`config.mk`:
```
export PLATFORM = sky130hd
export DESIGN_NAME = pc_sequencer_flat
export DESIGN_NICKNAME = d
export VERILOG_FILES = /design/src/rtl/pc_sequencer_if.sv /design/src/rtl/pc_sequencer.sv /design/src/flat_wrapper.sv
export SDC_FILE = /design/constraint.sdc
export NUM_CORES = 1
export LEC_CHECK = 0
export BUFFER_PORTS_ARGS = -buffer_cell sky130_fd_sc_hd__buf_2
export CAP_MARGIN = 20
export CORE_ASPECT_RATIO = 0.6
export CORE_MARGIN = 2
export CORE_UTILIZATION = 37
export DETAILED_ROUTE_END_ITERATION = 8
export PLACE_DENSITY = 0.67
export SYNTH_ARGS = -nofsm -noshare
export SYNTH_HDL_FRONTEND = slang
export SYNTH_SLANG_ARGS = --single-unit
```
`constraint.sdc`:
```
create_clock -name clk -period 2.96 [get_ports clk]
set_clock_uncertainty 0.05 [all_clocks]
set_input_delay 0.444 -clock clk [delete_from_list [all_inputs] [get_ports clk]]
set_output_delay 0.444 -clock clk [all_outputs]
set_load 0.05 [all_outputs]
```
`src/rtl/pc_sequencer_if.sv`:
```
// Fetch-side bundle between the pc_sequencer and the CPU instruction port.
// The master (CPU/decoder side) drives the stall and the redirect request.
// The slave (sequencer side) returns the fetch PC, link address, status and count.
interface pc_sequencer_if #(
    parameter int COUNT_W = 32
);
    logic                stall;
    logic                redirect_valid;
    logic [31:0]         redirect_target;
    logic [31:0]         instr_address;
    logic [31:0]         link_address;
    logic                in_delay_slot;
    logic                active;
    logic                addr_error;
    logic                slot_error;
    logic [COUNT_W-1:0]  fetch_count;

    modport master (
        output stall,
        output redirect_valid,
        output redirect_target,
        input  instr_address,
        input  link_address,
        input  in_delay_slot,
        input  active,
        input  addr_error,
        input  slot_error,
        input  fetch_count
    );

    modport slave (
        input  stall,
        input  redirect_valid,
        input  redirect_target,
        output instr_address,
        output link_address,
        output in_delay_slot,
        output active,
        output addr_error,
        output slot_error,
        output fetch_count
    );
endinterface

```
`src/rtl/pc_sequencer.sv`:
```
// Program-counter stage with MIPS branch-delay-slot sequencing.
// A redirect seen at PC=A produces the fetch sequence A, A+4, target.
// Reaching HALT_ADDR, or wrapping sequentially past the top of memory, halts the stage.
// Once halted, all state stays frozen until reset.
module pc_sequencer #(
    parameter logic [31:0] RESET_VECTOR = 32'hBFC0_0000,
    parameter logic [31:0] HALT_ADDR    = 32'h0000_0000,
    parameter int          COUNT_W      = 32
) (
    input  logic           clk,
    input  logic           reset,
    input  logic           clk_enable,
    pc_sequencer_if.slave  bus
);

    typedef enum logic {
        ST_RUN  = 1'b0,
        ST_HALT = 1'b1
    } state_t;

    state_t               state_r, state_nxt_s;
    logic [31:0]          pc_r, pc_nxt_s;
    logic                 pending_r, pending_nxt_s;
    logic [31:0]          target_r, target_nxt_s;
    logic                 addr_err_r, addr_err_nxt_s;
    logic                 slot_err_r, slot_err_nxt_s;
    logic [COUNT_W-1:0]   count_r, count_nxt_s;

    logic                 active_s;
    logic                 advance_s;
    logic [31:0]          seq_pc_s;
    logic [31:0]          next_pc_s;
    logic                 wrap_s;
    logic                 halt_s;

    assign active_s  = (state_r == ST_RUN);
    assign advance_s = clk_enable & ~bus.stall & active_s;
    assign seq_pc_s  = pc_r + 32'd4;
    assign next_pc_s = pending_r ? target_r : seq_pc_s;
    // Sequential fall-off from the last word counts as a halt even if HALT_ADDR is non-zero.
    assign wrap_s    = ~pending_r & (pc_r == 32'hFFFF_FFFC);
    assign halt_s    = (next_pc_s == HALT_ADDR) | wrap_s;

    // Next-state and next-value logic for PC, delay-slot tracking, errors, counter and run state.
    always_comb begin
        state_nxt_s    = state_r;
        pc_nxt_s       = pc_r;
        pending_nxt_s  = pending_r;
        target_nxt_s   = target_r;
        addr_err_nxt_s = addr_err_r;
        slot_err_nxt_s = slot_err_r;
        count_nxt_s    = count_r;

        case (state_r)
            ST_RUN: begin
                if (advance_s) begin
                    pc_nxt_s    = next_pc_s;
                    count_nxt_s = count_r + {{(COUNT_W-1){1'b0}}, 1'b1};
                    if (halt_s) begin
                        state_nxt_s = ST_HALT;
                    end else begin
                        state_nxt_s = ST_RUN;
                    end
                    if (pending_r) begin
                        // Delay slot retires: the pending target wins over any new redirect.
                        pending_nxt_s = 1'b0;
                        if (bus.redirect_valid) begin
                            slot_err_nxt_s = 1'b1;
                        end else begin
                            slot_err_nxt_s = slot_err_r;
                        end
                    end else if (bus.redirect_valid) begin
                        pending_nxt_s = 1'b1;
                        target_nxt_s  = {bus.redirect_target[31:2], 2'b00};
                        if (bus.redirect_target[1:0] != 2'b00) begin
                            addr_err_nxt_s = 1'b1;
                        end else begin
                            addr_err_nxt_s = addr_err_r;
                        end
                    end else begin
                        pending_nxt_s = 1'b0;
                    end
                end else begin
                    state_nxt_s = ST_RUN;
                end
            end
            ST_HALT: begin
                state_nxt_s = ST_HALT;
            end
            default: begin
                state_nxt_s = ST_HALT;
            end
        endcase
    end

    // State registers with synchronous reset taking priority over enable and stall.
    always_ff @(posedge clk) begin
        if (reset) begin
            state_r    <= ST_RUN;
            pc_r       <= RESET_VECTOR;
            pending_r  <= 1'b0;
            target_r   <= 32'h0000_0000;
            addr_err_r <= 1'b0;
            slot_err_r <= 1'b0;
            count_r    <= {COUNT_W{1'b0}};
        end else begin
            state_r    <= state_nxt_s;
            pc_r       <= pc_nxt_s;
            pending_r  <= pending_nxt_s;
            target_r   <= target_nxt_s;
            addr_err_r <= addr_err_nxt_s;
            slot_err_r <= slot_err_nxt_s;
            count_r    <= count_nxt_s;
        end
    end

    assign bus.instr_address = pc_r;
    assign bus.link_address  = pc_r + 32'd8;
    assign bus.in_delay_slot = pending_r;
    assign bus.active        = active_s;
    assign bus.addr_error    = addr_err_r;
    assign bus.slot_error    = slot_err_r;
    assign bus.fetch_count   = count_r;

endmodule

```
`src/flat_wrapper.sv`:
```
// flat-port wrapper written by rule: the top's interface ports become plain ports
module pc_sequencer_flat 
#(
    parameter logic [31:0] RESET_VECTOR = 32'hBFC0_0000,
    parameter logic [31:0] HALT_ADDR    = 32'h0000_0000,
    parameter int          COUNT_W      = 32
)
  (clk, reset, clk_enable, bus_stall, bus_redirect_valid, bus_redirect_target, bus_instr_address, bus_link_address, bus_in_delay_slot, bus_active, bus_addr_error, bus_slot_error, bus_fetch_count);
  pc_sequencer_if #(.COUNT_W(COUNT_W)) bus_i ();
  input  logic clk;
  input  logic reset;
  input  logic clk_enable;
  input wire logic [$bits(bus_i.stall)-1:0] bus_stall;
  input wire logic [$bits(bus_i.redirect_valid)-1:0] bus_redirect_valid;
  input wire logic [$bits(bus_i.redirect_target)-1:0] bus_redirect_target;
  output wire logic [$bits(bus_i.instr_address)-1:0] bus_instr_address;
  output wire logic [$bits(bus_i.link_address)-1:0] bus_link_address;
  output wire logic [$bits(bus_i.in_delay_slot)-1:0] bus_in_delay_slot;
  output wire logic [$bits(bus_i.active)-1:0] bus_active;
  output wire logic [$bits(bus_i.addr_error)-1:0] bus_addr_error;
  output wire logic [$bits(bus_i.slot_error)-1:0] bus_slot_error;
  output wire logic [$bits(bus_i.fetch_count)-1:0] bus_fetch_count;
  assign bus_i.stall = bus_stall;
  assign bus_i.redirect_valid = bus_redirect_valid;
  assign bus_i.redirect_target = bus_redirect_target;
  assign bus_instr_address = bus_i.instr_address;
  assign bus_link_address = bus_i.link_address;
  assign bus_in_delay_slot = bus_i.in_delay_slot;
  assign bus_active = bus_i.active;
  assign bus_addr_error = bus_i.addr_error;
  assign bus_slot_error = bus_i.slot_error;
  assign bus_fetch_count = bus_i.fetch_count;
  pc_sequencer #(.RESET_VECTOR(RESET_VECTOR), .HALT_ADDR(HALT_ADDR), .COUNT_W(COUNT_W)) u_core (.clk(clk), .reset(reset), .clk_enable(clk_enable), .bus(bus_i));
endmodule
```
==> reports/results.ini, run 1 <==
[run_status]
status=complete, no violations

[floorplan]
initial_core_util_pct=38.0
io_pins=137
num_rows=34
die-height_um=98.7
die_area_um2=16000
core_um2=14500
die_x_um=162

[synthesis]
yosysWarnings=0
synth-seq-area-share_pct=35.5
syn_avg_cell_area_um2=7.79
syn_inst=710
ys_ff_latch=98
synth_edf_count=0
async_reset_ff_share_pct=0
synth_area_um2=5530
synth_nets=750
synth.distinct_cells=56
synth-main-ff-cell=dfxtp_1

[timing]
whs_ps=279
hold_viol=0
clock.fmax_mhz=344
tns_ps=0
period_needed_ps=2900
drv_slew=0
tightestPinTransition_ps=649
finalCritPeriodShare_pct=98.1
setup_viol=0
slew_headroom_pct=56.3

[layout]
layout.nets=883
fill_cells=1501
finalCoreUtilization_pct=47.7
drive_gt1_share_pct=29.8
register_area_um2=1980
multi_input_area_um2=3310
syn2layout_area_growth_pct=25.5

[route]
drc=0
postRouteAntennaNets=0
wl_um=17800
vias=5573
wl_per_cell_um=17.0
drtIter0Drc=570
drt-pass1-iter-count=5
routed_via_density=5.32

[placed_design]
place_congestion=0.947
portBuffers=136
dp_hpwl_um=13500

[pwr]
peakVddDrop_mv=0.335
combPwrFrac_pct=12.4
p_seq_share_pct=45.4
p_per_area_nw_per_um2=436
pwr-share-clk_pct=42.2
p_leak_nw=2.85
p_int_w=0.00223
p_switching_w=0.000798
swShare_pct=26.3

[global_route]
antenna_found_initial=1
grt_pass1_vias=4809
track_usage_pct=21.9
grt_overflow=0
grt_first_pass_wirelength_um=27200
grt_max_degree=57

[clock_network]
root_buffer=clkbuf_16
clockBufferDepth=2
cts-hold-fix-buffers=0
h-tree-depth=3
cts_buffers=9
tritoncts=built
clk_pin_slew_ps=70
clock-sinks=98
clock_latency_ps=340

[critical_path]
crit_path_end_kind=output pin
cp-start-kind=register
setup.worst_path.class=register to output pin
arrival_ps=2410
crit_fanout=7
cp.required_ps=2470

[hold_path]
hp-class=primary input to register

[flow_run]
max-cap-violations=0

[cells in the mapped netlist, types with 5 or more instances]
master	count	area, um^2
nand4_1	18	113
dfxtp_1	98	1960
o211ai_1	11	82.6
clkbuf_8	8	110
xnor2_1	28	245
nor4_1	14	87.6
inv_1	8	30.0
buf_6	7	78.8
o21ai_0	21	105
clkbuf_1	33	124
or4_1	6	45.0
mux2i_1	8	80.1
nand3_1	24	120
nand2b_1	6	37.5
and3_1	8	50.1
nor3_1	21	105
a31oi_1	5	31.3
nand2_1	120	450
a221oi_1	14	123
a21oi_1	62	310
xor2_1	41	359
and4_1	5	43.8
nor2_1	76	285
buf_4	6	45.0
or3_1	11	68.8
[power groups by stage]
stage	clock network [W]	logic (W)	registers (W)
floorplan	0	0.000214	0.00145
global placement	0	0.000364	0.00140
detailed placement	0	0.000364	0.00141
CTS	0.00130	0.000368	0.00138
global route	0.00136	0.000402	0.00138
finish	0.00128	0.000377	0.00138
[registers in the layout, summed over array words and instances (netlist names)]
register	cells
u_core.bus.fetch_count	32
u_core.bus.instr_address	32
u_core.target_r	30
u_core.bus.addr_error	1
u_core.bus.in_delay_slot	1
u_core.bus.slot_error	1
u_core.state_r	1
[cell usage in the layout, fill, tap and decap left out, types with 5 or more instances in the layout]
master,count
o211ai_1,11
nand2_1,119
a21oi_1,62
buf_4,47
or4_1,5
xnor2_1,20
a221oi_1,14
inv_1,8
and4_1,5
clkbuf_16,9
and3_1,8
nand2b_1,6
dfxtp_1,84
xor2_1,37
o21ai_0,20
or3_1,9
dfxtp_2,12
nand4_1,18
nand3_1,22
nor4_1,12
mux2i_1,8
nor3_1,20
nor2_1,75
buf_2,134
a31oi_1,5
xnor2_2,8
[final timing paths]
path                            to                          from  cells after the start  slack (ps)
max           bus_link_address[31]  u_core.bus.instr_address[25]                      6          60
min            u_core.target_r[26]       bus_redirect_target[26]                      3         280
max reg2reg         u_core.state_r  u_core.bus.instr_address[16]                      7         230
min reg2reg  u_core.bus.addr_error         u_core.bus.addr_error                      2         400
[metal layers]
metal	wire length (um)	up-vias	global-route usage (%)
met1	9200	2564	35.4
met3	1930	11	7.53
met2	6520	259	27.5
met5	0	-	0
met4	137	0	3.27
li1	-	2739	-
[through the flow]
| step | instance area (um^2) | setup slack, ps | instances | total power [W] |
|---|---|---|---|---|
| floorplan | 5660 | -105 | 710 | 0.00166 |
| global placement | 6530 | 142 | 1027 | 0.00177 |
| detailed placement | 6530 | 71.0 | 1027 | 0.00177 |
| CTS | 6880 | 6.77 | 1043 | 0.00305 |
| global route | 6940 | -0.870 | 1046 | 0.00314 |
| finish | 6940 | 57.1 | 1047 | 0.00303 |
[critical path, stage by stage (launching register included)]
cell	delay, ps
dfxtp_4	380
nand3_1	100
or4_4	540
or4_4	450
or3_4	360
nand2_4	80
buf_6	150
[cell type report]
type / count / area share, %
Clock inverter: 5 / 1.23
Inverter: 8 / 0.433
Multi-Input combinational cell: 543 / 47.6
Sequential cell: 98 / 28.6
Antenna cell: 1 / 0.0360
Tap cell: 198 / 3.57
Timing Repair Buffer: 183 / 15.0
Clock buffer: 11 / 3.50
[kinds of logic (layout without fill, tap and decap cells)]
logic type               after synthesis  after routing  share of synthesized area, %
other                                  0              1                             0
AO/OA/AOI/OAI                        130            130                          14.5
XOR/XNOR                              69             69                          10.9
multiplexers                           8              8                          1.45
adder cells (fa/ha/maj)                3              3                         0.678
buffers and inverters                 69            207                          7.57
AND/OR/NAND/NOR                      333            333                          29.4
flip-flops                            98             98                          35.5
[timing repair]
action,CTS,global route
endpoints found under the hold margin,0,0
setup endpoints to repair,6,12
setup buffers,0,3
gates resized for setup,8,9
(Power assumes the default switching activity.)
==> run 2, diff against run 1 <==
Settings changed: ABC_AREA set to 1, CORE_UTILIZATION 37 to 35, PLACE_DENSITY 0.67 to 0.64.
==> run 2 against run 1 <==
Register-to-register slack better by 280 ps. Cell count up 15%. Flip-flop and latch count unchanged. Critical endpoint is now bus_link_address[27]. Critical path type unchanged. Area after synthesis up 2.5%. Core utilization down 2.8 points. Power up 10%.
==> reports/results.ini, run 2 <==
[global_route]
grt_max_degree=48
grt_overflow=0
grt_first_pass_wirelength_um=28200
grt_pass1_vias=5020
track_usage_pct=21.2
antenna_found_initial=0

[clock_network]
tritoncts=built
postCtsSetupBuffers=0
clock-sinks=98
clk_pin_slew_ps=70
cts_buffers=9
root_buffer=clkbuf_16
clock_latency_ps=350
h-tree-depth=3
clockBufferDepth=2

[placed_design]
place_ws_ps=226
dp_hpwl_um=14100
portBuffers=136
dp_cells=1184
place_congestion=0.939

[timing]
clock.fmax_mhz=357
fin_ws_ps=157
slew_headroom_pct=66.3
period_needed_ps=2800
tns_ps=0
tightestPinTransition_ps=506
finalCritPeriodShare_pct=94.7
hold_viol=0
setup_viol=0
drv_slew=0

[critical_path]
setup.worst_path.class=register to output pin
crit_fanout=4
arrival_ps=2310
cp-start-kind=register
r2r_end=u_core.state_r
cp.required_ps=2470
crit_path_end=bus_link_address[27]
rrSetupSlack_ps=510
crit_path_end_kind=output pin
r2r_start=u_core.bus.instr_address[2]
cp-startpoint=u_core.bus.instr_address[3]
reg2regPathDepth=15

[floorplan]
io_pins=137
die_area_um2=17300
die-height_um=103
die_x_um=168
num_rows=35
core_um2=15600
initial_core_util_pct=36.4

[synthesis]
synth_nets=905
yosysMostFrequentCell=nand2_1
synth-seq-area-share_pct=34.6
synth.largest_area_cell=dfxtp_1
yosys-top-cells-count=nand2_1 (200), nor2_1 (133), inv_1 (103)
synth_area_um2=5670
yosysWarnings=0
syn_inst=865
synth_edf_count=0
async_reset_ff_share_pct=0
synth.distinct_cells=41
synth-main-ff-cell=dfxtp_1
ys_ff_latch=98
syn_avg_cell_area_um2=6.56
synth.top_cell.area_share_pct=34.6
yosys-top-cells-area=dfxtp_1 (35%), nand2_1 (13%), nor2_1 (8.8%)

[layout]
stdcell_count=1201
layout_commonest_cell=nand2_1
n_antenna_cell=0
fill_cells=1667
drive_gt1_share_pct=23.3
layout.nets=1033
mostFrequentLayoutCells=nand2_1 (200), buf_2 (134), nor2_1 (126)
syn2layout_area_growth_pct=23.4

[route]
drt-pass1-iter-count=5
postRouteAntennaNets=0
vias=5856
wl_per_cell_um=15.1
wl_um=18200
routed_via_density=4.88
drtIter0Drc=516
drc=0

[pwr]
p_leak_nw=3.31
peakVddDrop_mv=0.231
p_per_area_nw_per_um2=477

[hold_path]
hp-class=primary input to register

[run_status]
status=complete, no violations

[flow_run]
max-cap-violations=0

run 2: per-layer routing:
layer	vias to the layer above	wire length (um)	share of wire [%]	global-route usage (%)
met5	-	0	0	0
met4	0	120	0.66	4.18
met3	10	1620	8.9	5.18
met2	225	6550	36	27.2
met1	2613	9890	54	34.3
li1	3008	-	-	-
run 2: power by group:
part / switching (W) / internal, W
registers: 0.0000617 / 0.00137
clock network: 0.000554 / 0.000749
logic: 0.000445 / 0.000159
run 2: final cells by class:
class | instances | area (um^2) | area share (%)
clock buffers | 9 | 225 | 3.22
clock inverters | 7 | 100 | 1.43
inverters | 109 | 409 | 5.84
multi-input cells | 626 | 3230 | 46.1
flip-flops and latches | 98 | 1970 | 28.1
well taps | 203 | 254 | 3.63
repair buffers | 149 | 816 | 11.6
run 2: kinds of logic after synthesis:
| group | synth area share (%) |
|---|---|
| adder cells (fa/ha/maj) | 0.662 |
| multiplexers | 0.176 |
| AND/OR/NAND/NOR | 36.6 |
| AO/OA/AOI/OAI | 12.7 |
| flip-flops | 34.6 |
| XOR/XNOR | 5.40 |
| buffers and inverters | 9.90 |
run 2: what timing repair did:
action | CTS | global route
setup endpoints to repair | 5 | 8
gates resized for setup | 3 | 13
hold buffers | 0 | 0
run 2: worst min path at each step:
| stage | from | endpoint | depth (start not counted) |
|---|---|---|---|
| 2_1_floorplan | u_core.target_r[30] | u_core.target_r[30] | 2 |
| 3_5_place_dp | u_core.bus.addr_error | u_core.bus.addr_error | 2 |
| 5_1_grt | bus_redirect_target[24] | u_core.target_r[24] | 3 |
| 6_report | bus_redirect_target[24] | u_core.target_r[24] | 3 |
| 3_3_place_gp | u_core.bus.addr_error | u_core.bus.addr_error | 2 |
| 4_1_cts | bus_redirect_target[15] | u_core.target_r[15] | 3 |
run 2: through the flow:
stage	utilization [%]	cell area [um^2]	hold WS (ps)	power [W]
after floorplan	-	5730	379	0.00188
after detailed placement	42.4	6610	393	0.00205
after global placement	42.4	6610	389	0.00205
after CTS	44.6	6950	253	0.00337
after global routing	44.9	7000	260	0.00348
final	44.9	7000	263	0.00334
run 2: worst max-delay path: stages, from the launching register on:
cell and delay (ps):
dfxtp_1 380, ha_1 270, nand2_1 150, nor2_4 180
nand2_1 150, nor4_2 250, buf_4 190, xor2_2 120
buf_2 270
==> run 3, diff against run 2 <==
Settings changed: RECOVER_POWER set to 50.
==> run 3 against run 2 <==
Maximum frequency increased by 0.64%. Sequential power hardly changed. Sequential share of layout area is 0.57 points higher. Clock power is essentially flat. Largest cell class unchanged.
==> reports/results.ini, run 3 (synthesis results as in run 2) <==
[pwr]
p_per_area_nw_per_um2=485
peakVddDrop_mv=0.234
p_total_w=0.00333
p_leak_nw=3.02

[layout]
n_antenna_cell=0
layout.nets=1033
finalCoreUtilization_pct=44.0
drive_gt1_share_pct=15.2
stdcell_count=1201
fill_cells=1699
syn2layout_area_growth_pct=21.0
layout_commonest_cell=nand2_1
mostFrequentLayoutCells=nand2_1 (200), nor2_1 (129), inv_1 (105)

[clock_network]
cts_buffers=9
root_buffer=clkbuf_16
clockBufferDepth=2
clk_pin_slew_ps=70
tritoncts=built
clock_latency_ps=350
clock-sinks=98
h-tree-depth=3
postCtsSetupBuffers=0

[timing]
period_needed_ps=2790
slew_headroom_pct=46.2
clock.fmax_mhz=359
whs_ps=263
fin_ws_ps=175
hold_viol=0
finalCritPeriodShare_pct=94.1
tightestPinTransition_ps=808
setup_viol=0
drv_slew=0

[floorplan]
die_area_um2=17300
core_um2=15600
io_pins=137
num_rows=35
initial_core_util_pct=36.4
die_x_um=168
die-height_um=103

[placed_design]
place_congestion=0.939
dp_hpwl_um=14100
dp_cells=1184
portBuffers=136
place_ws_ps=226

[critical_path]
crit_fanout=4
reg2regPathDepth=15
cp-start-kind=register
setup.worst_path.class=register to output pin
crit_path_end_kind=output pin
arrival_ps=2290
cp.required_ps=2470

[hold_path]
worstHoldPathCells=3
hp-class=primary input to register

[global_route]
grt_overflow=0
grt_max_degree=48
grt_pass1_vias=5020
antenna_found_initial=0
grt_first_pass_wirelength_um=28200
track_usage_pct=21.2

[route]
wl_per_cell_um=15.2
wl_um=18300
vias=5877
drt-pass1-iter-count=5
drc=0
routed_via_density=4.89
postRouteAntennaNets=0
drtIter0Drc=538

[flow_run]
max-cap-violations=0

[run_status]
status=complete, no violations

==> run 3: changes by cell type in the layout (fill, tap and decap cells not counted), moves of 2 or more <==
| cell | change |
|---|---|
| inv_1 | +2 |
| inv_2 | -2 |
| nor2_1 | +3 |
| nor3_2 | -2 |
| nor3_1 | +2 |
| nor2_4 | -2 |
| clkbuf_1 | +72 |
| buf_2 | -72 |
==> run 3: cell type report <==
| class | instances | area, um^2 | area share (%) |
|---|---|---|---|
| repair buffers | 149 | 723 | 10.5 |
| inverters | 109 | 409 | 5.96 |
| clock inverters | 7 | 100 | 1.46 |
| well taps | 203 | 254 | 3.70 |
| flip-flops and latches | 98 | 1970 | 28.7 |
| multi-input cells | 626 | 3180 | 46.4 |
| clock buffers | 9 | 225 | 3.28 |
==> run 3: power breakdown <==
group | leakage [nW] | switching [W] | internal [W] | total (W)
Clock | 0.154 | 0.000555 | 0.000749 | 0.00130
Combinational | 2.07 | 0.000444 | 0.000149 | 0.000593
Sequential | 0.801 | 0.0000624 | 0.00137 | 0.00143
Total | 3.02 | 0.00106 | 0.00227 | 0.00333
==> run 3: worst paths after layout <==
check	start	end	slack, ps
setup / recovery	u_core.bus.instr_address[5]	bus_link_address[30]	170
setup reg to reg	u_core.bus.instr_address[2]	u_core.state_r	460
hold / removal	bus_redirect_target[24]	u_core.target_r[24]	260
hold reg to reg	u_core.bus.addr_error	u_core.bus.addr_error	410
==> run 3: worst max-delay path: stages, from the launching register on <==
cell,delay (ps)
dfxtp_1,390
nand2_2,110
nor2_2,140
inv_1,80
nor2_4,130
inv_2,60
nor2_2,150
nand2_1,120
nor2_2,150
nand2_1,130
nor2_2,140
xor2_2,140
buf_4,210
==> run 3: repair_timing <==
item / 4_1_cts / 5_1_grt
gates resized for setup: 3 / 13
setup endpoints to repair: 5 / 8
hold buffers: 0 / 0
==> run 3: per-layer routing <==
layer | track usage, % | wire length (um) | vias to the layer above
li1 | - | - | 3009
met1 | 34.3 | 9800 | 2628
met2 | 27.2 | 6610 | 230
met3 | 5.18 | 1750 | 10
met4 | 4.18 | 112 | 0
met5 | 0 | 0 | -
==> run 3: metrics by stage <==
step | setup TNS [ps] | area, um^2
after floorplan | -410 | 5730
after global placement | 0 | 6610
after detailed placement | 0 | 6610
after CTS | 0 | 6950
after global routing | -12.0 | 6860
final | 0 | 6860
